**config.mk**
```make
export PLATFORM = sky130hd
export DESIGN_NAME = mci_mcu_sram_arb
export DESIGN_NICKNAME = d
export VERILOG_FILES = /design/src/rtl/mci_pkg.sv /design/src/rtl/mci_rr_arb2.sv /design/src/rtl/mci_mcu_sram_arb.sv
export SDC_FILE = /design/constraint.sdc
export NUM_CORES = 1
export LEC_CHECK = 0
export CORE_AREA = 2 2 129 131
export DETAILED_ROUTE_END_ITERATION = 10
export DIE_AREA = 0 0 131 133
export GPL_TIMING_DRIVEN = 0
export SETUP_SLACK_MARGIN = 0.5
export SYNTH_ARGS = -nofsm -noshare
export SYNTH_HDL_FRONTEND = slang
export SYNTH_SLANG_ARGS = --single-unit
```
**constraint.sdc**
```tcl
create_clock -name clk -period 6 [get_ports clk]
set_clock_uncertainty 0.1 [all_clocks]
set_input_delay 1.5 -clock clk [delete_from_list [all_inputs] [get_ports clk]]
set_output_delay 1.5 -clock clk [all_outputs]
set_load 0.02 [all_outputs]
```
**src/rtl/mci_pkg.sv**
```systemverilog
// Shared types and constants for the MCI MCU SRAM access path.
package mci_pkg;

    localparam int unsigned KB = 1024;

    typedef enum logic {
        MCU = 1'b0,
        SOC = 1'b1
    } req_e;

    typedef enum logic {
        IDLE    = 1'b0,
        RD_WAIT = 1'b1
    } state_e;

endpackage

```
**src/rtl/mci_rr_arb2.sv**
```systemverilog
// Two-requester round-robin picker; the registered pointer names the requester
// that wins the next tie, and passes to the other side after each completion.
module mci_rr_arb2
    import mci_pkg::*;
(
    input  logic       clk,
    input  logic       rst_b,
    input  logic [1:0] req,
    input  logic       update,
    output logic [1:0] grant
);

    req_e ptr_q;

    always_comb begin
        grant = req;
        if (req == 2'b11) begin
            grant = (ptr_q == MCU) ? 2'b01 : 2'b10;
        end
    end

    always_ff @(posedge clk or negedge rst_b) begin
        if (!rst_b) begin
            ptr_q <= MCU;
        end else if (update && (grant != 2'b00)) begin
            ptr_q <= grant[1] ? MCU : SOC;
        end
    end

endmodule

```
**src/rtl/mci_mcu_sram_arb.sv**
```systemverilog
// Arbiter and access checker sharing the single-ported MCU SRAM between the MCU
// port and the SoC AXI path, with a dv/hold completion handshake.
module mci_mcu_sram_arb
    import mci_pkg::*;
#(
    parameter int unsigned MCU_SRAM_SIZE_KB = 512,
    parameter int unsigned DATA_W           = 32,
    localparam int unsigned STRB_W          = DATA_W / 8,
    localparam int unsigned SRAM_ADDR_W     = $clog2(MCU_SRAM_SIZE_KB * KB / (DATA_W / 8))
) (
    input  logic                   clk,
    input  logic                   rst_b,
    input  logic                   mcu_dv,
    input  logic                   mcu_write,
    input  logic [31:0]            mcu_addr,
    input  logic [DATA_W-1:0]      mcu_wdata,
    input  logic [STRB_W-1:0]      mcu_wstrb,
    output logic                   mcu_hold,
    output logic [DATA_W-1:0]      mcu_rdata,
    output logic                   mcu_error,
    input  logic                   soc_dv,
    input  logic                   soc_write,
    input  logic [31:0]            soc_addr,
    input  logic [DATA_W-1:0]      soc_wdata,
    input  logic [STRB_W-1:0]      soc_wstrb,
    input  logic                   soc_priv,
    output logic                   soc_hold,
    output logic [DATA_W-1:0]      soc_rdata,
    output logic                   soc_error,
    input  logic                   exec_region_lock,
    input  logic [31:0]            exec_region_end,
    output logic                   sram_cs,
    output logic                   sram_we,
    output logic [SRAM_ADDR_W-1:0] sram_addr,
    output logic [DATA_W-1:0]      sram_wdata,
    output logic [STRB_W-1:0]      sram_wstrb,
    input  logic [DATA_W-1:0]      sram_rdata
);

    localparam logic [31:0] SIZE_BYTES = 32'(MCU_SRAM_SIZE_KB * KB);

    state_e              state_q, state_d;
    req_e                owner_q, owner_d;
    logic [1:0]          arb_req, grant, complete;
    logic                arb_update, err_resp;
    req_e                sel;
    logic                sel_write, req_err;
    logic [31:0]         sel_addr;
    logic [DATA_W-1:0]   sel_wdata;
    logic [STRB_W-1:0]   sel_wstrb;

    // In RD_WAIT the owner is presented alone so the pointer update sees it as the grant.
    assign arb_req = (state_q == RD_WAIT) ? ((owner_q == SOC) ? 2'b10 : 2'b01)
                                          : {soc_dv, mcu_dv};

    mci_rr_arb2 u_rr_arb (
        .clk    (clk),
        .rst_b  (rst_b),
        .req    (arb_req),
        .update (arb_update),
        .grant  (grant)
    );

    assign sel       = grant[1] ? SOC : MCU;
    assign sel_write = (sel == SOC) ? soc_write : mcu_write;
    assign sel_addr  = (sel == SOC) ? soc_addr  : mcu_addr;
    assign sel_wdata = (sel == SOC) ? soc_wdata : mcu_wdata;
    assign sel_wstrb = (sel == SOC) ? soc_wstrb : mcu_wstrb;

    assign req_err = (sel_addr[1:0] != 2'b00) || (sel_addr >= SIZE_BYTES) ||
                     ((sel == SOC) && !soc_priv && exec_region_lock &&
                      (sel_addr < exec_region_end));

    always_ff @(posedge clk or negedge rst_b) begin
        if (!rst_b) begin
            state_q <= IDLE;
            owner_q <= MCU;
        end else begin
            state_q <= state_d;
            owner_q <= owner_d;
        end
    end

    always_comb begin
        state_d = state_q;
        owner_d = owner_q;
        unique case (state_q)
            IDLE: begin
                if ((grant != 2'b00) && !req_err && !sel_write) begin
                    state_d = RD_WAIT;
                    owner_d = sel;
                end
            end
            RD_WAIT: state_d = IDLE;
            default: state_d = IDLE;
        endcase
    end

    always_comb begin
        mcu_hold   = 1'b0;
        soc_hold   = 1'b0;
        mcu_rdata  = '0;
        soc_rdata  = '0;
        mcu_error  = 1'b0;
        soc_error  = 1'b0;
        sram_cs    = 1'b0;
        sram_we    = 1'b0;
        sram_addr  = '0;
        sram_wdata = '0;
        sram_wstrb = '0;
        complete   = 2'b00;
        err_resp   = 1'b0;
        // Outputs are gated by reset so an in-flight read is dropped immediately.
        if (rst_b) begin
            unique case (state_q)
                IDLE: begin
                    if (grant != 2'b00) begin
                        if (req_err) begin
                            complete = grant;
                            err_resp = 1'b1;
                        end else begin
                            sram_cs   = 1'b1;
                            sram_addr = sel_addr[SRAM_ADDR_W+1:2];
                            if (sel_write) begin
                                sram_we    = 1'b1;
                                sram_wdata = sel_wdata;
                                sram_wstrb = sel_wstrb;
                                complete   = grant;
                            end
                        end
                    end
                end
                RD_WAIT: begin
                    complete = arb_req;
                    if (owner_q == SOC) soc_rdata = sram_rdata;
                    else                mcu_rdata = sram_rdata;
                end
                default: ;
            endcase
            mcu_hold  = mcu_dv & ~complete[0];
            soc_hold  = soc_dv & ~complete[1];
            mcu_error = err_resp & complete[0];
            soc_error = err_resp & complete[1];
        end
    end

    assign arb_update = |complete;

    a_no_cs_in_wait: assert property (@(posedge clk) disable iff (!rst_b)
        (state_q == RD_WAIT) |-> !sram_cs);

    a_single_completion: assert property (@(posedge clk) disable iff (!rst_b)
        !((mcu_dv && !mcu_hold) && (soc_dv && !soc_hold)));

    a_owner_dv_held: assert property (@(posedge clk) disable iff (!rst_b)
        (state_q == RD_WAIT) |-> ((owner_q == SOC) ? soc_dv : mcu_dv));

endmodule

```
Word level (Yosys, flattened, before mapping)
Cells that the tools add are included.
Operators by class
  $add $sub $neg: 0
  multiply operators: 0
  equal/unequal tests: 1
  reduce and logical (&&, ||, !) cells: 15
  bitwise operators: 7
  $lt $le $gt $ge: 2
  div/mod/pow operators: 0
  muxes and demuxes: 55
  shift operators: 0
Operators by type and width (number)
  2-to-1 mux 32 bit: 13
  2-to-1 mux 17 bit: 4
  greater-or-equal comparator 32 x 20 -> 1 bit, second input constant: 1
  less-than comparator 32 bit: 1
  2-to-1 mux 4 bit: 6
  2-to-1 mux 1 bit: 21
  2-to-1 mux 2 bit: 9
  logical AND 1 bit: 6
  AND 1 bit: 4
  one-hot mux 2 bit (2 select lines): 1
  nonzero test 2 bit: 2
  zero test 1 bit: 3
  inverter 1 bit: 3
  equality test 2 bit, second input constant: 1
  logical OR 1 bit: 2
  one-hot mux 1 bit (2 select lines): 1
  AND reduction 2 bit: 1
  OR reduction 2 bit: 1
Storage, ports and cells
  memories: 0
  flip-flop bits (word level): 3
  bits in writable memories: 0
  bits in read-only memories: 0
  latch bits: 0
  output and inout port bits: 123
  input bits: 208

Longest topological paths before layout
  depth after elaboration: 16
  mapped depth: 17
  mapped depth without buffers: 12

Modules after synthesis
A second synthesis with hierarchy kept.
Unflattened totals
  cell total of the unflattened synthesis: 407
  area, all modules: 2756.4 sq um
Modules (own cells, without submodules)
  mci_mcu_sram_arb: seq. area each 50.0 sq um, times used 1, area each 2701.3 sq um, cells an instance 401
  mci_rr_arb2: seq. area each 25.0 sq um, times used 1, area each 55.1 sq um, cells an instance 6

Least setup slack after synthesis
No wires, ideal clock.
  path type: input port to output port
  start point: in mcu_dv
  end point: out sram_wdata[10]
  required time: 4400 ps
  stages: 14
  path slack: -146 ps
  arrival time: 4546 ps
  cell sequence: nor2b_1 -> o21ai_1 -> clkbuf_1 -> buf_1 -> nand2_1 -> nand2_1 -> ha_1 -> nand4_1 -> nor4_1 -> nand4_1 -> o21ai_2 -> nand4_4 -> buf_6 -> a21oi_1
On the way
  cells in the longest elaborated chain, start to end: 12
  elaborated cells on any way between the ends: 21
RTL lines
  from (decl): RTL line mci_mcu_sram_arb.sv:13  | input logic mcu_dv,
  2-to-1 mux 2 bit *: RTL line mci_mcu_sram_arb.sv:53  | assign arb_req = (state_q == RD_WAIT) ? ((owner_q == SOC) ? 2'b10 : 2'b01)
  equality test 2 bit: RTL line mci_rr_arb2.sv:17  | if (req == 2'b11) begin
  2-to-1 mux 2 bit *: RTL line mci_rr_arb2.sv:17
  2-to-1 mux 1 bit: RTL line mci_mcu_sram_arb.sv:64  | assign sel = grant[1] ? SOC : MCU;
  2-to-1 mux 32 bit or logical AND 1 bit (tied branches): RTL line mci_mcu_sram_arb.sv:66, mci_mcu_sram_arb.sv:71
  greater-or-equal comparator 32 x 20 -> 1 bit, or another cell as far along: RTL line mci_mcu_sram_arb.sv:70  | assign req_err = (sel_addr[1:0] != 2'b00) || (sel_addr >= SIZE_BYTES) ||
  logical OR 1 bit or logical AND 1 bit (tied branches): RTL line mci_mcu_sram_arb.sv:70, mci_mcu_sram_arb.sv:71
  logical OR 1 bit: RTL line mci_mcu_sram_arb.sv:70
  2-to-1 mux 32 bit: RTL line mci_mcu_sram_arb.sv:118  | if (req_err) begin
  2-to-1 mux 32 bit *: RTL line mci_mcu_sram_arb.sv:117  | if (grant != 2'b00) begin
  2-to-1 mux 32 bit *: RTL line mci_mcu_sram_arb.sv:115  | unique case (state_q)
  2-to-1 mux 32 bit *: RTL line mci_mcu_sram_arb.sv:114  | if (rst_b) begin
  to (decl): RTL line mci_mcu_sram_arb.sv:35  | output logic [DATA_W-1:0] sram_wdata,
Every way passes the cells marked *; elsewhere a longest branch is shown, timed or not.

Worst setup path after layout
  start point: in mcu_dv
  end point: out sram_wdata[28]
Same word-level chain as after synthesis.

==> impl_metrics.csv <==
group,metric,value,unit
floorplanning,design.core.area,16170,µm²
clock_tree,path_clk_slew,30,ps
placed_design,place_ws,-1779,ps
synthesis,synth_common_cells,"nand2_1 (208), nor2_1 (70), a21oi_1 (60)",
synthesis,synth_cells,514,
timing,period_needed,6178,ps
synthesis,ys.flop_type,"dfrtp_1",
clock_tree,cts_max_level,1,
clock_tree,numCtsBuffers,3,
synthesis,synth_top_area_cell,"nand2_1",
route,drt-pass1-iter-count,4,
clock_tree,clk_latency,220,ps
synthesis,yosysSeqAreaShare,2.853,%
global_route,first_global_vias,4938,
synthesis,synth_seq_cells,3,
power,leakage,3.232,nW
route,wl_per_cell,15.44,µm
floorplanning,num_rows,47,
timing,fin_crit_sh,103.0,%
worst_setup_path,critPathBufInv,8,
synthesis,synth_fp_nets,753,
power,peakVddDrop,0.0001295,V
worst_setup_path,cp-end-kind,"output pin",
synthesis,synth_area,2631,µm²
floorplanning,die-area,17420,µm²
layout,final-seq-area,75.07,µm²
job,drv_cap,0,
worst_setup_path,startpoint,"mcu_dv",
timing,layout_setup_ws,-177.8,ps
worst_setup_path,slowest_stage,"nor4_4",
placed_design,dp_hpwl,13680,µm
power,powerDensity,70.85,nW/µm²
outcome,violations,"negative setup slack",
worst_setup_path,cp.arrival,4580,ps
clock_tree,cts_num_sinks,3,
synthesis,synth.avg_cell_area,5.119,µm²
global_route,grt_pass1_wl,25480,µm
placed_design,gp_congestion,0.8166,
synthesis,async_flop_share,100.0,%
route,routed_wl,17120,µm
global_route,overflow,0,
floorplanning,die_h,133,µm
route,antenna_left,0,
timing,max_slew_margin,46.21,%
global_route,antenna_found_initial,0,
floorplanning,io_pins,331,
worst_setup_path,cp-start-kind,"input pin",
clock_tree,cts_root_buffer,"clkbuf_16",
synthesis,netlist.area_leader.share,29.67,%
placed_design,io_buffers,330,
global_route,grt_max_degree,11,
layout,multi_input_area,3231,µm²
synthesis,yosysMostFrequentCell,"nand2_1",
route,drt_iter0_drc,113,
global_route,grt_usage,18.39,%
clock_tree,cts_tree,"yes",
timing,setup_viol,55,
route,viasPerCell,4.312,
clock_tree,clockBufferDepth,2,
timing,max_clock_freq,0.1619,GHz
timing,rsz0062_at_grt,"yes",
timing,fin_hold_ws,520.0,ps
timing,worst_pin_slew,805.1,ps
floorplanning,start_util,16.27,%
route,drcViolationCount,0,
clock_tree,cts_hold_buf,0,
synthesis,ys_warn_count,0,
timing,slew_viol_final,0,
placed_design,dp.cells,1064,
worst_setup_path,crit_type,"input pin to output pin",
worst_setup_path,cp_max_fo,8,
worst_setup_path,cp_slowest_stage_delay,360,ps
worst_setup_path,critPathRequiredTime,4400,ps
worst_setup_path,critPathTopFamily,"buffers and inverters",
layout,final_nets,1129,
layout,fin_cells,1109,
route,vias,4782,
floorplanning,die_x,131,µm
worst_setup_path,crit_chain,"buf_8 -> nor2b_4 -> o21a_1 -> buf_6 -> clkbuf_16 -> buf_16 -> nand2_4 -> nand2_4 -> ha_4 -> nand4_1 -> nor4_4 -> nand4_1 -> o21ai_4 -> buf_12 -> nand4_4 -> buf_12 -> clkbuf_16 -> a21oi_4 -> buf_6",
min_path,hp-start,"owner_q",
layout,n_antenna_cell,0,
outcome,status,"complete, but fails checks",
synthesis,synth.distinct_cells,41,
layout,nFillCells,1592,
timing,hold_viol,0,
synthesis,synthTopCellsByArea,"nand2_1 (30%), ha_1 (15%), a21oi_1 (11%), nor2_1 (10%), inv_1 (5.3%)",
worst_setup_path,timing.rr.start,"state_q",
synthesis,synth_enable_flop_cells,0,
layout,final_layout_size_suffix_gt1_share,27.33,%
min_path,hold_path.class,"flip-flop to flip-flop",
layout,area_delta_synth_final,203.0,%
## cell type report
cell class / count / area share [%]
flip-flops and latches: 3 / 0.9415
plain buffers: 31 / 3.640
well taps: 220 / 3.452
multi-input cells: 443 / 40.51
clock buffers: 4 / 0.9885
inverters: 37 / 1.867
repair buffers: 371 / 48.60
## placed cells by master, fill, tap and decap left out, types with 2 or more instances in the layout
master / count
clkdlybuf4s50_1: 269
nand2_1: 178
nor2_1: 70
buf_6: 68
a21oi_4: 49
inv_1: 35
buf_4: 27
nand2_2: 20
ha_1: 17
clkbuf_1: 15
ha_4: 13
nand2_4: 11
nand4_1: 10
a21oi_2: 10
clkbuf_16: 8
a21oi_1: 6
nor4_1: 6
buf_16: 6
nand3_1: 5
o21ai_0: 5
buf_12: 4
o21a_1: 3
buf_8: 3
nor3b_1: 3
dfrtp_1: 3
buf_2: 2
o21ai_4: 2
a21o_1: 2
o21ai_1: 2
a211oi_2: 2
nor3_1: 2
buf_1: 2
clkinv_4: 2
a31oi_1: 2
## worst paths after layout
check                      slack (ps)  cells past startpoint        endpoint
setup / recovery                 -180                     19  sram_wdata[28]
hold / removal                    520                      2         owner_q
setup reg to reg                 2500                     20         owner_q
hold reg to reg                   520                      2         owner_q
max in group asynchronous        4220                      1         state_q
min in group asynchronous        1400                      1  u_rr_arb.ptr_q
## report_power, final
part           leakage (nW)  internal (W)  total [W]  switching (W)
registers            0.0401     0.0000214  0.0000234     0.00000203
logic                  3.15      0.000236   0.000435       0.000198
clock network        0.0382     0.0000878   0.000107      0.0000191
## metrics by stage
stage	instance area (µm²)	power, W	utilization [%]	TNS (ps)
after CTS	7691	0.0005574	47.56	-8436
after floorplan	3223	0.0001921	-	0
after global placement	6802	0.0003797	42.06	-100230
after detailed placement	6802	0.0003802	42.06	-97610
after global routing	7974	0.0006127	49.31	-14570
final	7974	0.0005650	49.31	-6505
## repair_timing
action                     4_1_cts  5_1_grt
gates cloned                     3        3
setup endpoints to repair       61       59
buffers inserted                29        6
resized for setup              419       67
pin swaps                       25       11
## metal layers
layer	up-vias	share of wire, %	GRT usage (%)
met5	-	0	0
li1	2433	-	-
met3	14	7.2	3.599
met4	0	1.4	2.600
met1	2138	40	21.68
met2	197	51	34.54
## state kept, by name, indices dropped and copies added, names as in the netlist
name and flops:
u_rr_arb.ptr_q 1, state_q 1, owner_q 1
## cell families after synthesis
| logic type | synth area share (%) |
|---|---|
| buffers and inverters | 11.17 |
| and+or+nand+nor | 50.31 |
| adders and majority gates | 14.74 |
| DFF | 2.853 |
| AOI/OAI and AO/OA | 20.54 |
| muxes | 0.3804 |
## worst min-delay path: stages (launching register included)
cell and delay (ps):
dfrtp_1 370, a31oi_1 50, a31oi_1 150
Note: power is estimated with default switching activity, not from simulation.
